`src/rtl/bcd_pkg.sv`:
```
// Shared BCD digit type, decade limits and load clamp used by the counter and its digit cells.
package bcd_pkg;

  typedef logic [3:0] bcd_t;

  localparam bcd_t BCD_MAX  = 4'd9;
  localparam bcd_t BCD_ZERO = 4'd0;

  // Non-decimal nibbles (A-F) saturate to 9 so a stored digit is always valid BCD.
  function automatic bcd_t bcd_sat(input logic [3:0] nibble);
    return (nibble > BCD_MAX) ? BCD_MAX : nibble;
  endfunction

endpackage

```
`src/rtl/bcd_digit.sv`:
```
// One BCD decade: clear > load > step, advances only when its carry/borrow-in is set.
// cout is combinational so a whole step ripples through all decades in one cycle.
module bcd_digit
  import bcd_pkg::*;
(
  input  logic       clk,
  input  logic       rst_n,
  input  logic       clr,
  input  logic       ld,
  input  logic [3:0] ld_val,
  input  logic       step,
  input  logic       up,
  input  logic       cin,
  output logic [3:0] q,
  output logic       cout
);

  bcd_t q_q, q_d;

  assign q    = q_q;
  assign cout = cin & (up ? (q_q == BCD_MAX) : (q_q == BCD_ZERO));

  always_comb begin
    q_d = q_q;
    if (clr) begin
      q_d = BCD_ZERO;
    end else if (ld) begin
      q_d = bcd_sat(ld_val);
    end else if (step && cin) begin
      if (up) begin
        q_d = (q_q == BCD_MAX) ? BCD_ZERO : q_q + 4'd1;
      end else begin
        q_d = (q_q == BCD_ZERO) ? BCD_MAX : q_q - 4'd1;
      end
    end
  end

  always_ff @(posedge clk or negedge rst_n) begin
    if (!rst_n) begin
      q_q <= BCD_ZERO;
    end else begin
      q_q <= q_d;
    end
  end

endmodule

```
`src/rtl/bcd_updown_counter.sv`:
```
// N-decade BCD up/down counter with clear/load; step_o and ovf are registered 1-cycle pulses.
// Define BCD_PRESCALER_EN to step once every PRESC_DIV enabled cycles instead of every enabled cycle.
module bcd_updown_counter
  import bcd_pkg::*;
#(
  parameter int N_DIGITS  = 4,
  parameter int PRESC_DIV = 50000000
) (
  input  logic                  clk,
  input  logic                  rst_n,
  input  logic                  en,
  input  logic                  up,
  input  logic                  clr,
  input  logic                  load,
  input  logic [4*N_DIGITS-1:0] load_val,
  output logic [4*N_DIGITS-1:0] digitos,
  output logic                  ovf,
  output logic                  step_o
);

  logic              step_cond;
  logic              step_fire;
  logic [N_DIGITS:0] carry;
  logic              ovf_q, ovf_d;
  logic              step_q, step_d;

`ifdef BCD_PRESCALER_EN
  localparam int            PW        = $clog2(PRESC_DIV);
  localparam logic [PW-1:0] PRESC_MAX = PW'(PRESC_DIV - 1);

  logic [PW-1:0] presc_q, presc_d;

  // The prescaler freezes during a load so a load never shifts the step phase.
  always_comb begin
    presc_d = presc_q;
    if (clr) begin
      presc_d = '0;
    end else if (!load && en) begin
      presc_d = (presc_q == PRESC_MAX) ? '0 : presc_q + PW'(1);
    end
  end

  always_ff @(posedge clk or negedge rst_n) begin
    if (!rst_n) begin
      presc_q <= '0;
    end else begin
      presc_q <= presc_d;
    end
  end

  assign step_cond = en & (presc_q == PRESC_MAX);
`else
  // Without a prescaler the divider is unused; an illegal divider setting simply blocks stepping.
  localparam bit PRESC_OK = (PRESC_DIV >= 2);

  assign step_cond = en & PRESC_OK;
`endif

  // A step coinciding with clear or load is dropped, not deferred.
  assign step_fire = step_cond & ~clr & ~load;
  assign carry[0]  = 1'b1;

  for (genvar i = 0; i < N_DIGITS; i++) begin : g_digit
    bcd_digit u_digit (
      .clk    (clk),
      .rst_n  (rst_n),
      .clr    (clr),
      .ld     (load),
      .ld_val (load_val[4*i +: 4]),
      .step   (step_fire),
      .up     (up),
      .cin    (carry[i]),
      .q      (digitos[4*i +: 4]),
      .cout   (carry[i+1])
    );
  end

  assign step_d = step_fire;
  assign ovf_d  = step_fire & carry[N_DIGITS];

  always_ff @(posedge clk or negedge rst_n) begin
    if (!rst_n) begin
      step_q <= 1'b0;
      ovf_q  <= 1'b0;
    end else begin
      step_q <= step_d;
      ovf_q  <= ovf_d;
    end
  end

  assign step_o = step_q;
  assign ovf    = ovf_q;

endmodule

```
`config.mk`:
```
export PLATFORM = sky130hd
export DESIGN_NAME = bcd_updown_counter
export DESIGN_NICKNAME = d
export VERILOG_FILES = /design/src/rtl/bcd_pkg.sv /design/src/rtl/bcd_digit.sv /design/src/rtl/bcd_updown_counter.sv
export SDC_FILE = /design/constraint.sdc
export NUM_CORES = 1
export LEC_CHECK = 0
export ABC_AREA = 0
export CAP_MARGIN = 20
export CORE_ASPECT_RATIO = 1.1
export CORE_UTILIZATION = 35
export CTS_CLUSTER_DIAMETER = 40
export DETAILED_ROUTE_END_ITERATION = 10
export GPL_TIMING_DRIVEN = 0
export MAX_ROUTING_LAYER = met4
export PLACE_DENSITY_LB_ADDON = 0.3
export SLEW_MARGIN = 10
export SYNTH_ARGS = -nofsm -noshare
export SYNTH_HDL_FRONTEND = slang
export SYNTH_SLANG_ARGS = --single-unit
```
`constraint.sdc`:
```
create_clock -name clk -period 2.1 [get_ports clk]
set_input_delay 0.21 -clock clk [delete_from_list [all_inputs] [get_ports clk]]
set_output_delay 0.21 -clock clk [all_outputs]
set_load 0.02 [all_outputs]
```
==> impl_results.md, run 1 <==
- Status: finished with violations
- Failing checks: setup timing
- Crit-path max FO: 6
- FF-to-FF Start: g_digit[1].u_digit.q[0]
- Final period utilization: 1.04
- Clock-pin slew of the registers on the worst-case setup and hold paths: approximately 80 ps
- # IOs: 40
- Port Buffers: 38
- Post-route ant nets: 0
- Worst setup margin: -90.8 ps
- Layout area overhead: 40.9%
- First-pass GRT wire length: about 8000 um
- Via/cell ratio: between 5 and 6
- Synth unique cells: slightly below 50
- R2R Path End: g_digit[3].u_digit.q[1]
- Max VDD drop: roughly 0.00026 V
- Die height: 75.2 um
- LEAKAGE: 0.000951 uW
- # setup viols final: 7
- R2R Setup Slk: -90 ps
- Nets: roughly 310
- Worst slew pin tran: 837 ps
- Root buffer cell: clkbuf_8
- Skew final: around 4.8 ps
- Synth async-reset ratio: 1.00
- Largest net degree at the start of global routing: 19
- Final min period: ~2200 ps
- DRC Markers: 0
- Routed WL per cell: approximately 16 um
- Hold buffers post-CTS: 0
- Synthesized flop and latch total: 18
- Hold violation count in the final report: 0
- HP Class: in2async
- Clk buf depth: 2
- CTS tree: yes
- Final Hold Slack: roughly 420 ps
- CP Launch Type: flip-flop
- Power per Cell Area: roughly 500 nW/um^2
- Overall Global Routing Usage: 0.214
- N_diodes: 0
- R2R cell count: 8
- Initial core utilization: 0.366
- Initial antenna violation count: 0
- Data required, critical path: 2250 ps
- Synthesized area per cell: between 7 and 8 um^2
- Yosys warning total: 0
- Routed Wire Length: between 5000 and 6000 um
- Post-Syn Area: 1700 um^2
- Htree depth: 1
- Max-cap viol count: 0
- # rows: 26
- Post-Syn Instances: 218
- Die width: 68.5 um
- Dpl ws: -285 ps
- Setup_tns: -454 ps
- CP Class: reg2reg
- Starting DRC count in detailed routing: about 160
- Cell area after layout: 2400 um^2
- Die area: 5150 um^2
- CTS sink cnt: 18
- RSZ-0062 raised after global routing: yes
- CTS Buf Count: 3
- GPL Wtd Cong: about 0.9
- Commonest non-fill, non-tap cell in the layout: clkdlybuf4s50_1
- Syn nets: 251
- Vias in the first global route: 1725
- FMAX: around 0.46 GHz
- Arrival @ worst endpoint: around 2300 ps
- Most used DFF post-synth: dfrtp_1
- EDFF count, synth: 0
- Post-detail-place hpwl: about 3500 um
- Placed cell area: between 2000 and 2500 um^2
- Sequential element share of the synthesized area: 0.265
- GRT overflow: 0
- Fraction of layout cells with a size suffix above 1: 0.171
- Clk_lat worst skew: around 260 ps
- Relative slew slack: 0.440
- Final core utilization: 0.516
- Drt pass-1 iters: 4
- Via Count: 1868
- Core area: 4650 um^2
- Most frequent cells in the layout: 38 x clkdlybuf4s50_1, 21 x o21ai_0, 17 x nor2_1, 15 x nand2_1, 14 x buf_4
- Pins Over Slew Limit: 0
- CP endpoint kind: flip-flop
power by group:
part           total [uW]  internal, uW  switching (uW)
clock network         302           167             134
logic                 475           228             248
registers             412           373            38.9
flip-flops by register name, indices dropped and copies added (netlist names):
name and cells:
step_o 1, ovf 1, g_digit.u_digit.q 16
area by class of cell:
| type | count | area [um^2] |
|---|---|---|
| clock buffers | 4 | 55.1 |
| inverters | 16 | 60.1 |
| fillers | 469 | 2250 |
| multi-input cells | 170 | 1190 |
| repair buffers | 54 | 508 |
| well taps | 56 | 70.1 |
| flip-flops and latches | 18 | 457 |
| plain buffers | 13 | 63.8 |
cell usage after synthesis (all sizes together), types with 2 or more instances:
| cell type | n | area [um^2] |
|---|---|---|
| nor4b | 2 | 17.5 |
| o21a | 3 | 23.8 |
| dfrtp | 18 | 450 |
| buf | 2 | 22.5 |
| o22ai | 2 | 12.5 |
| nand3 | 7 | 35.0 |
| nor2b | 3 | 18.8 |
| o221ai | 2 | 17.5 |
| o31ai | 5 | 37.5 |
| a221oi | 4 | 35.0 |
| nor3b | 2 | 15.0 |
| clkbuf | 12 | 45.0 |
| a311oi | 4 | 35.0 |
| o21ai | 24 | 120 |
| mux2i | 3 | 30.0 |
| a21oi | 14 | 70.1 |
| nor2 | 17 | 63.8 |
| nor3 | 6 | 30.0 |
| ha | 11 | 138 |
| nand2 | 16 | 60.1 |
| or3b | 2 | 17.5 |
| o21bai | 4 | 30.0 |
| and3 | 2 | 12.5 |
| mux2 | 2 | 22.5 |
| nand2b | 9 | 56.3 |
| inv | 16 | 60.1 |
| a31oi | 5 | 31.3 |
| a211oi | 4 | 30.0 |
logic make-up after synthesis:
group                      share of synthesized area
DFF                                            0.265
xor gates and xnor gates                      0.0103
adders and majority gates                     0.0808
and+or+nand+nor                                0.225
AOI/OAI and AO/OA                              0.314
muxes                                         0.0309
buffers and inverters                         0.0749
per-layer routing:
metal | vias to the layer above | wire length (um) | track usage
met4 | 0 | 82 | 0.0741
met2 | 57 | 2610 | 0.376
met3 | 6 | 210 | 0.0182
met1 | 892 | 2240 | 0.251
met5 | - | 0 | -
li1 | 913 | - | -
worst max-delay path by stage:
stage / startpoint / end / slack [ps]
3_3_place_gp: g_digit[1].u_digit.q[0] / g_digit[3].u_digit.q[1] / -280
3_5_place_dp: g_digit[1].u_digit.q[0] / g_digit[3].u_digit.q[1] / -280
6_report: g_digit[1].u_digit.q[0] / g_digit[3].u_digit.q[1] / -90
4_1_cts: g_digit[1].u_digit.q[0] / g_digit[2].u_digit.q[2] / -80
5_1_grt: g_digit[1].u_digit.q[0] / g_digit[2].u_digit.q[2] / -180
2_1_floorplan: g_digit[1].u_digit.q[0] / g_digit[3].u_digit.q[3] / -160
per-stage QoR:
step,power (uW),instances
after floorplan,674,218
after global placement,836,312
after detailed placement,840,312
after CTS,1170,329
after global routing,1240,331
final,1190,331
critical path: stages (launching register included):
cell and delay [ps]:
dfrtp_2 420, inv_2 90, ha_4 130, or4b_4 450, a221o_1 320, buf_6 140
o21a_4 220, a311oi_2 230, a21oi_1 70
repair_timing:
item	4_1_cts	5_1_grt
resized for setup	8	5
setup endpoints to repair	10	11
buffers inserted	13	3
pin swaps	5	3
endpoints found under the hold margin	0	0
Note: power is estimated with default switching activity, not from simulation.
==> inputs of run 2 (changes only) <==
- CORE_UTILIZATION: 35 -> 40
==> run 2 against run 1 <==
  * The flow still finishes with violations (setup timing)
  * Sequential power shrank 1%
  * Critical path depth fell by 1
  * First-iteration DRC count down 33%
  * Non-clock buffer count is 2 lower
  * Critical endpoint is now g_digit[3].u_digit.q[3]
  * Sequential share of layout area grew 0.27 points
  * Clock skew about the same
  * Global-route usage up 1.8 points
  * Via count grew 0.54%
  * Clock power down 15%
  * Die area shrank 12%
  * Highest routed layer unchanged
==> impl_results.md, run 2 (synthesis results as in run 1) <==
- CTS sink cnt: 18
- HP Class: in2async
- Hold violation count in the final report: 0
- Pins Over Slew Limit: 0
- Die height: 70.4 um
- CP Launch Type: flip-flop
- Worst slew pin tran: between 800 and 900 ps
- LEAKAGE: 0.000938 uW
- Power per Cell Area: 480 nW/um^2
- RSZ-0062 raised after global routing: yes
- Clk_lat worst skew: between 200 and 300 ps
- CP Class: reg2reg
- First-pass GRT wire length: ~8100 um
- Most frequent cells in the layout: 38 x clkdlybuf4s50_1, 21 x o21ai_0, 17 x nor2_1, 15 x nand2_1
- Fraction of layout cells with a size suffix above 1: 0.158
- Non-filler cells, final: 324
- Max-cap viol count: 0
- Skew final: between 5 and 6 ps
- Via/cell ratio: between 5 and 6
- Sw Pwr: 411 uW
- Power share of the combinational group: 0.416
- Post-detail-place hpwl: ~3400 um
- Worst setup margin: -108 ps
- Commonest non-fill, non-tap cell in the layout: clkdlybuf4s50_1
- GRT overflow: 0
- Cell internal pwr: just over 700 uW
- GPL Wtd Cong: a little over 0.9
- # rows: 24
- Largest net degree at the start of global routing: 19
- Clock-pin slew of the registers on the worst-case setup and hold paths: 80 ps
- Die area: around 4500 um^2
- Layout area overhead: 38.9%
- Core area: 4020 um^2
- Via Count: approximately 1.9k
- N_diodes: 0
- Final period utilization: 1.05
- DRC Markers: 0
- # IOs: 40
- Placed cell count: about 310
- Overall Global Routing Usage: 0.232
- Relative slew slack: 0.403
- Post-route ant nets: 0
- CTS tree: yes
- Status: finished with violations
- Die width: 64.2 um
- Clk buf depth: 2
- Routed Wire Length: between 4000 and 5000 um
- Max VDD drop: between 0.0002 and 0.00025 V
- Hold buffers post-CTS: 0
- Initial core utilization: 0.423
- FMAX: between 0.4 and 0.5 GHz
- Port Buffers: 38
- Htree depth: 1
- Largest register FFs: 16
- CP endpoint kind: flip-flop
- Setup_tns: -596 ps
- Clock share of power: 0.225
- Crit-path max FO: 6
- Drt pass-1 iters: 4
- Failing checks: setup timing
- Arrival @ worst endpoint: 2350 ps
- Starting DRC count in detailed routing: 110
- Root buffer cell: clkbuf_8
- Initial antenna violation count: 0
- CTS Buf Count: 3
- Nets: 307
- Vias in the first global route: about 1.8k
- # setup viols final: 8
- Sequential fraction of design power: 0.359
- Sw Share: 0.362
- Routed WL per cell: roughly 15 um
- Data required, critical path: 2250 ps
- Final min period: approximately 2200 ps
-- run 2: cell count changes in the layout (fill, tap and decap cells not counted), sizes merged --
cell,before,now
buf,18,15
-- run 2: final timing paths --
path	start	endpoint	slack, ps	cells after the start
worst max-delay path	g_digit[1].u_digit.q[0]	g_digit[3].u_digit.q[3]	-110	7
worst min-delay path	rst_n	g_digit[0].u_digit.q[3]	450	1
worst max register to register	g_digit[1].u_digit.q[0]	g_digit[3].u_digit.q[3]	-110	7
worst min register to register	g_digit[3].u_digit.q[0]	g_digit[3].u_digit.q[0]	620	2
max in group asynchronous	rst_n	g_digit[3].u_digit.q[0]	1040	1
min in group clk	up	ovf	470	4
-- run 2: metrics by stage --
stage | util | setup WS [ps] | power (uW) | area (um^2) | hold WS, ps
after global routing | 0.588 | -181 | 1200 | 2370 | 491
after detailed placement | 0.541 | -224 | 837 | 2180 | 653
after floorplan | - | -160 | 674 | 1730 | -85.6
after global placement | 0.541 | -219 | 831 | 2180 | 657
final | 0.588 | -108 | 1140 | 2370 | 449
after CTS | 0.573 | -76.0 | 1120 | 2310 | 458
-- run 2: critical path, stage by stage, from the launching register on --
cell     delay (ps)
dfrtp_2         430
inv_2            90
ha_4            130
or4b_4          460
a221o_1         320
buf_6           140
o21a_4          230
mux2_4          300
-- run 2: final cells by class --
| class | instances | area, um^2 |
|---|---|---|
| plain buffers | 14 | 67.6 |
| flip-flops and latches | 18 | 457 |
| fillers | 365 | 1660 |
| clock buffers | 3 | 41.3 |
| inverters | 16 | 60.1 |
| multi-input cells | 170 | 1190 |
| well taps | 52 | 65.1 |
| repair buffers | 51 | 485 |
-- run 2: what timing repair did --
item	in CTS	in global routing
resized for setup	3	10
buffers inserted	10	3
setup endpoints to repair	8	9
pin swaps	4	3
-- run 2: power groups by stage --
stage	sequential [uW]	clock, uW	combinational [uW]
floorplan	442	0	232
global placement	421	0	410
detailed placement	420	0	417
CTS	405	260	454
global route	411	277	516
finish	407	256	472
-- run 2: per-layer routing --
layer	up-vias	part of all wire	global-route usage
li1	911	-	-
met1	900	0.44	0.292
met2	62	0.51	0.383
met3	5	0.040	0.0212
met4	0	0.011	0.0864
met5	-	0	-
==> inputs of run 3 (changes only) <==
- SYNTH_HIERARCHICAL: default -> 1
- TNS_END_PERCENT: default -> 1
==> run 3 against run 2 <==
  * The flow still finishes with violations (setup timing)
  * Area after synthesis is 3.7% lower
  * Via count is 0.16% lower
  * Die area is 3.6% lower
  * Sequential share of layout area is 0.079 points higher
  * Fmax is 2.0% lower
  * Clock power is 16% higher
  * Wire length is 8.3% lower
  * First-iteration DRC count is 5.5% lower
  * Cell count is 2.5% higher
  * Power is 7.2% lower
  * Core utilization is 0.77 points higher
  * Clock skew is 0.80 ps higher
  * Critical path type unchanged
  * Largest cell class unchanged
==> impl_results.md, run 3 <==
- CP Class: reg2reg
- CP Launch Type: flip-flop
- Failing checks: setup timing
- N_diodes: 0
- Clock-pin slew of the registers on the worst-case setup and hold paths: 80 ps
- Final period utilization: 1.07
- Root buffer cell: clkbuf_8
- Fraction of layout cells with a size suffix above 1: 0.207
- CTS tree: yes
- CTS Buf Count: 3
- Drt pass-1 iters: 4
- GRT met1 Usage: 0.280
- Worst slew pin tran: around 1000 ps
- # rows: 24
- Cell area after layout: roughly 2300 um^2
- Synth top area share: 0.275
- Starting DRC count in detailed routing: roughly 100
- Main combinational cell family by area after synthesis: simple AND/OR/NAND/NOR gates
- Met2 Resource Use GR: 0.346
- Sw Share: 0.320
- Most frequent cells after synthesis: 28 x nand2_1, 20 x a21oi_1, 20 x nor2_1, 18 x dfrtp_1, 16 x nor2b_1
- Worst setup margin: -154 ps
- HP Class: in2async
- Via Count: roughly 1.9k
- Synth unique cells: 29
- CP endpoint kind: flip-flop
- Htree depth: 1
- Setup_tns: -230 ps
- Relative slew slack: 0.335
- Core area: between 3000 and 4000 um^2
- Mux cell area share after synthesis: 0
- Clock share of power: 0.282
- Max VDD drop: roughly 0.00023 V
- Synth area leaders: dfrtp_1 27%, nand2_1 6.4%, a21oi_1 6.1%
- Area fraction in compound gates after synthesis: 0.211
- Arrival @ worst endpoint: about 2400 ps
- RSZ-0062 raised after global routing: yes
- Routed WL per cell: between 10 and 15 um
- Die area: roughly 4400 um^2
- Pins Over Slew Limit: 0
- Synthesized area per cell: 7.56 um^2
- Post-Syn Area: about 1600 um^2
- Via/cell ratio: between 5 and 6
- GPL Wtd Cong: 0.819
- Clk_lat worst skew: between 200 and 300 ps
- CTS sink cnt: 18
- Largest net degree at the start of global routing: 27
- Die height: around 69 um
- # setup viols final: 2
- Simple-Gate Fraction of Synth Area: 0.421
- Final min period: 2250 ps
- Post-detail-place hpwl: between 2000 and 3000 um
- Most frequent cells in the layout: 36 x clkdlybuf4s50_1, 25 x nand2_1, 21 x buf_4, 19 x nor2_1, 17 x a21oi_1
- Commonest non-fill, non-tap cell in the layout: clkdlybuf4s50_1
- Synthesized flop and latch total: 18
- Nets: ~300
- Sw Pwr: about 340 uW
- Layout area overhead: 42.9%
- R2R Setup Slk: -150 ps
- Skew final: between 5 and 6 ps
- Placed cell area: between 2000 and 2500 um^2
- Die width: between 60 and 70 um
- Power per Cell Area: 450 nW/um^2
- Most Crowded Layer GR: met2
- Post-route ant nets: 0
- Reg area: ~450 um^2
- DRC Markers: 0
- Post-synthesis adder-cell area fraction: 0
- Clk buf depth: 2
- Multi-input logic area: 1150 um^2
- Sequential element share of the synthesized area: 0.275
- Hold buffers post-CTS: 0
- Hold violation count in the final report: 0
- Xor-xnor portion of the synthesized cell area: 0.0214
- Yosys warning total: 6
- EDFF count, synth: 0
- Crit-path max FO: 6
- Grt met3 use: 0.0215
- R2R Path End: g_digit[3].u_digit/q[3]
- LEAKAGE: about 0.0009 uW
- Synth async-reset ratio: 1.00
- R2R cell count: 9
- Final core utilization: 0.596
- Synth area leader: dfrtp_1
- Largest register FFs: 16
- Overall Global Routing Usage: 0.213
- Status: finished with violations
- Max-cap viol count: 0
- First-pass GRT wire length: roughly 7300 um
- Most used DFF post-synth: dfrtp_1
- # IOs: 40
- Initial antenna violation count: 0
- GRT overflow: 0
- Filler Cell Count: 350
- Post-Syn Instances: 217
- Power share of the combinational group: 0.350
- Port Buffers: 39
- Top-count cell post-synth: nand2_1
- Vias in the first global route: roughly 1.6k
- Initial core utilization: 0.417
- Routed Wire Length: around 4600 um
- Total power: between 1000 and 1500 uW
- Sequential fraction of design power: 0.368
- FF-to-FF Start: g_digit[0].u_digit/q[3]
- FMAX: between 0.4 and 0.5 GHz
- Cell internal pwr: 716 uW
- Data required, critical path: 2260 ps
==> run 3: cell types whose count changed after synthesis, sizes merged, moves of 12 or more <==
cell / before / now
buf: 2 / 16
clkbuf: 12 / 0
o21ai: 24 / 12
nand2: 16 / 28
inv: 16 / 0
nor2b: 3 / 16
==> run 3: worst max path at each step <==
| stage | start | to | cells after the start |
|---|---|---|---|
| 4_1_cts | g_digit[0].u_digit/q[0] | g_digit[3].u_digit/q[3] | 10 |
| 6_report | g_digit[0].u_digit/q[3] | g_digit[3].u_digit/q[3] | 9 |
| 3_3_place_gp | load | g_digit[1].u_digit/q[3] | 5 |
| 2_1_floorplan | g_digit[0].u_digit/q[0] | g_digit[3].u_digit/q[3] | 10 |
| 3_5_place_dp | up | g_digit[3].u_digit/q[3] | 11 |
| 5_1_grt | g_digit[0].u_digit/q[3] | g_digit[3].u_digit/q[3] | 9 |
==> run 3: timing repair <==
action                     4_1_cts  5_1_grt
pin swaps                        5        7
setup endpoints to repair       17       12
gates cloned                     0        0
gates resized for setup          6       11
setup buffers                    2       15
==> run 3: worst max-delay path, stage by stage, from the launching register on <==
cell,delay (ps)
dfrtp_2,450
or3_4,390
a21oi_4,140
nand2_2,80
a21oi_4,180
nand2_2,90
a21oi_4,170
nand2_2,90
or3_1,310
a311oi_1,250
==> run 3: power by group through the flow <==
stage,Sequential [uW],Clock (uW),Combinational [uW]
floorplan,413,0,175
global placement,394,0,325
detailed placement,394,0,330
CTS,388,309,334
global route,390,319,403
finish,387,298,369
==> run 3: metrics by stage <==
stage	hold slack (ps)	setup slack (ps)	instances
floorplan	-85.6	-339	221
global placement	698	-1760	312
detailed placement	709	-1040	313
CTS	493	-307	319
global route	518	-232	332
finish	459	-154	332
==> run 3: logic make-up (layout without fill, tap and decap cells) <==
family	Yosys count	count (layout)
compound gates	56	56
xor+xnor	4	4
buf+inv	16	75
flops	18	18
other cells	1	5
simple gates	122	122
==> run 3: final cells by class <==
| type | count | share of cell area |
|---|---|---|
| clock buffer | 4 | 0.0235 |
| tap | 52 | 0.0278 |
| timing repair buffer | 57 | 0.221 |
| sequential | 18 | 0.194 |
| buffer | 14 | 0.0411 |
| multi-input combinational | 187 | 0.493 |
==> run 3: layer usage <==
metal	wire (um)	part of all wire
met5	0	0
met1	2120	0.46
met2	2240	0.49
met3	167	0.037
met4	33	0.0072
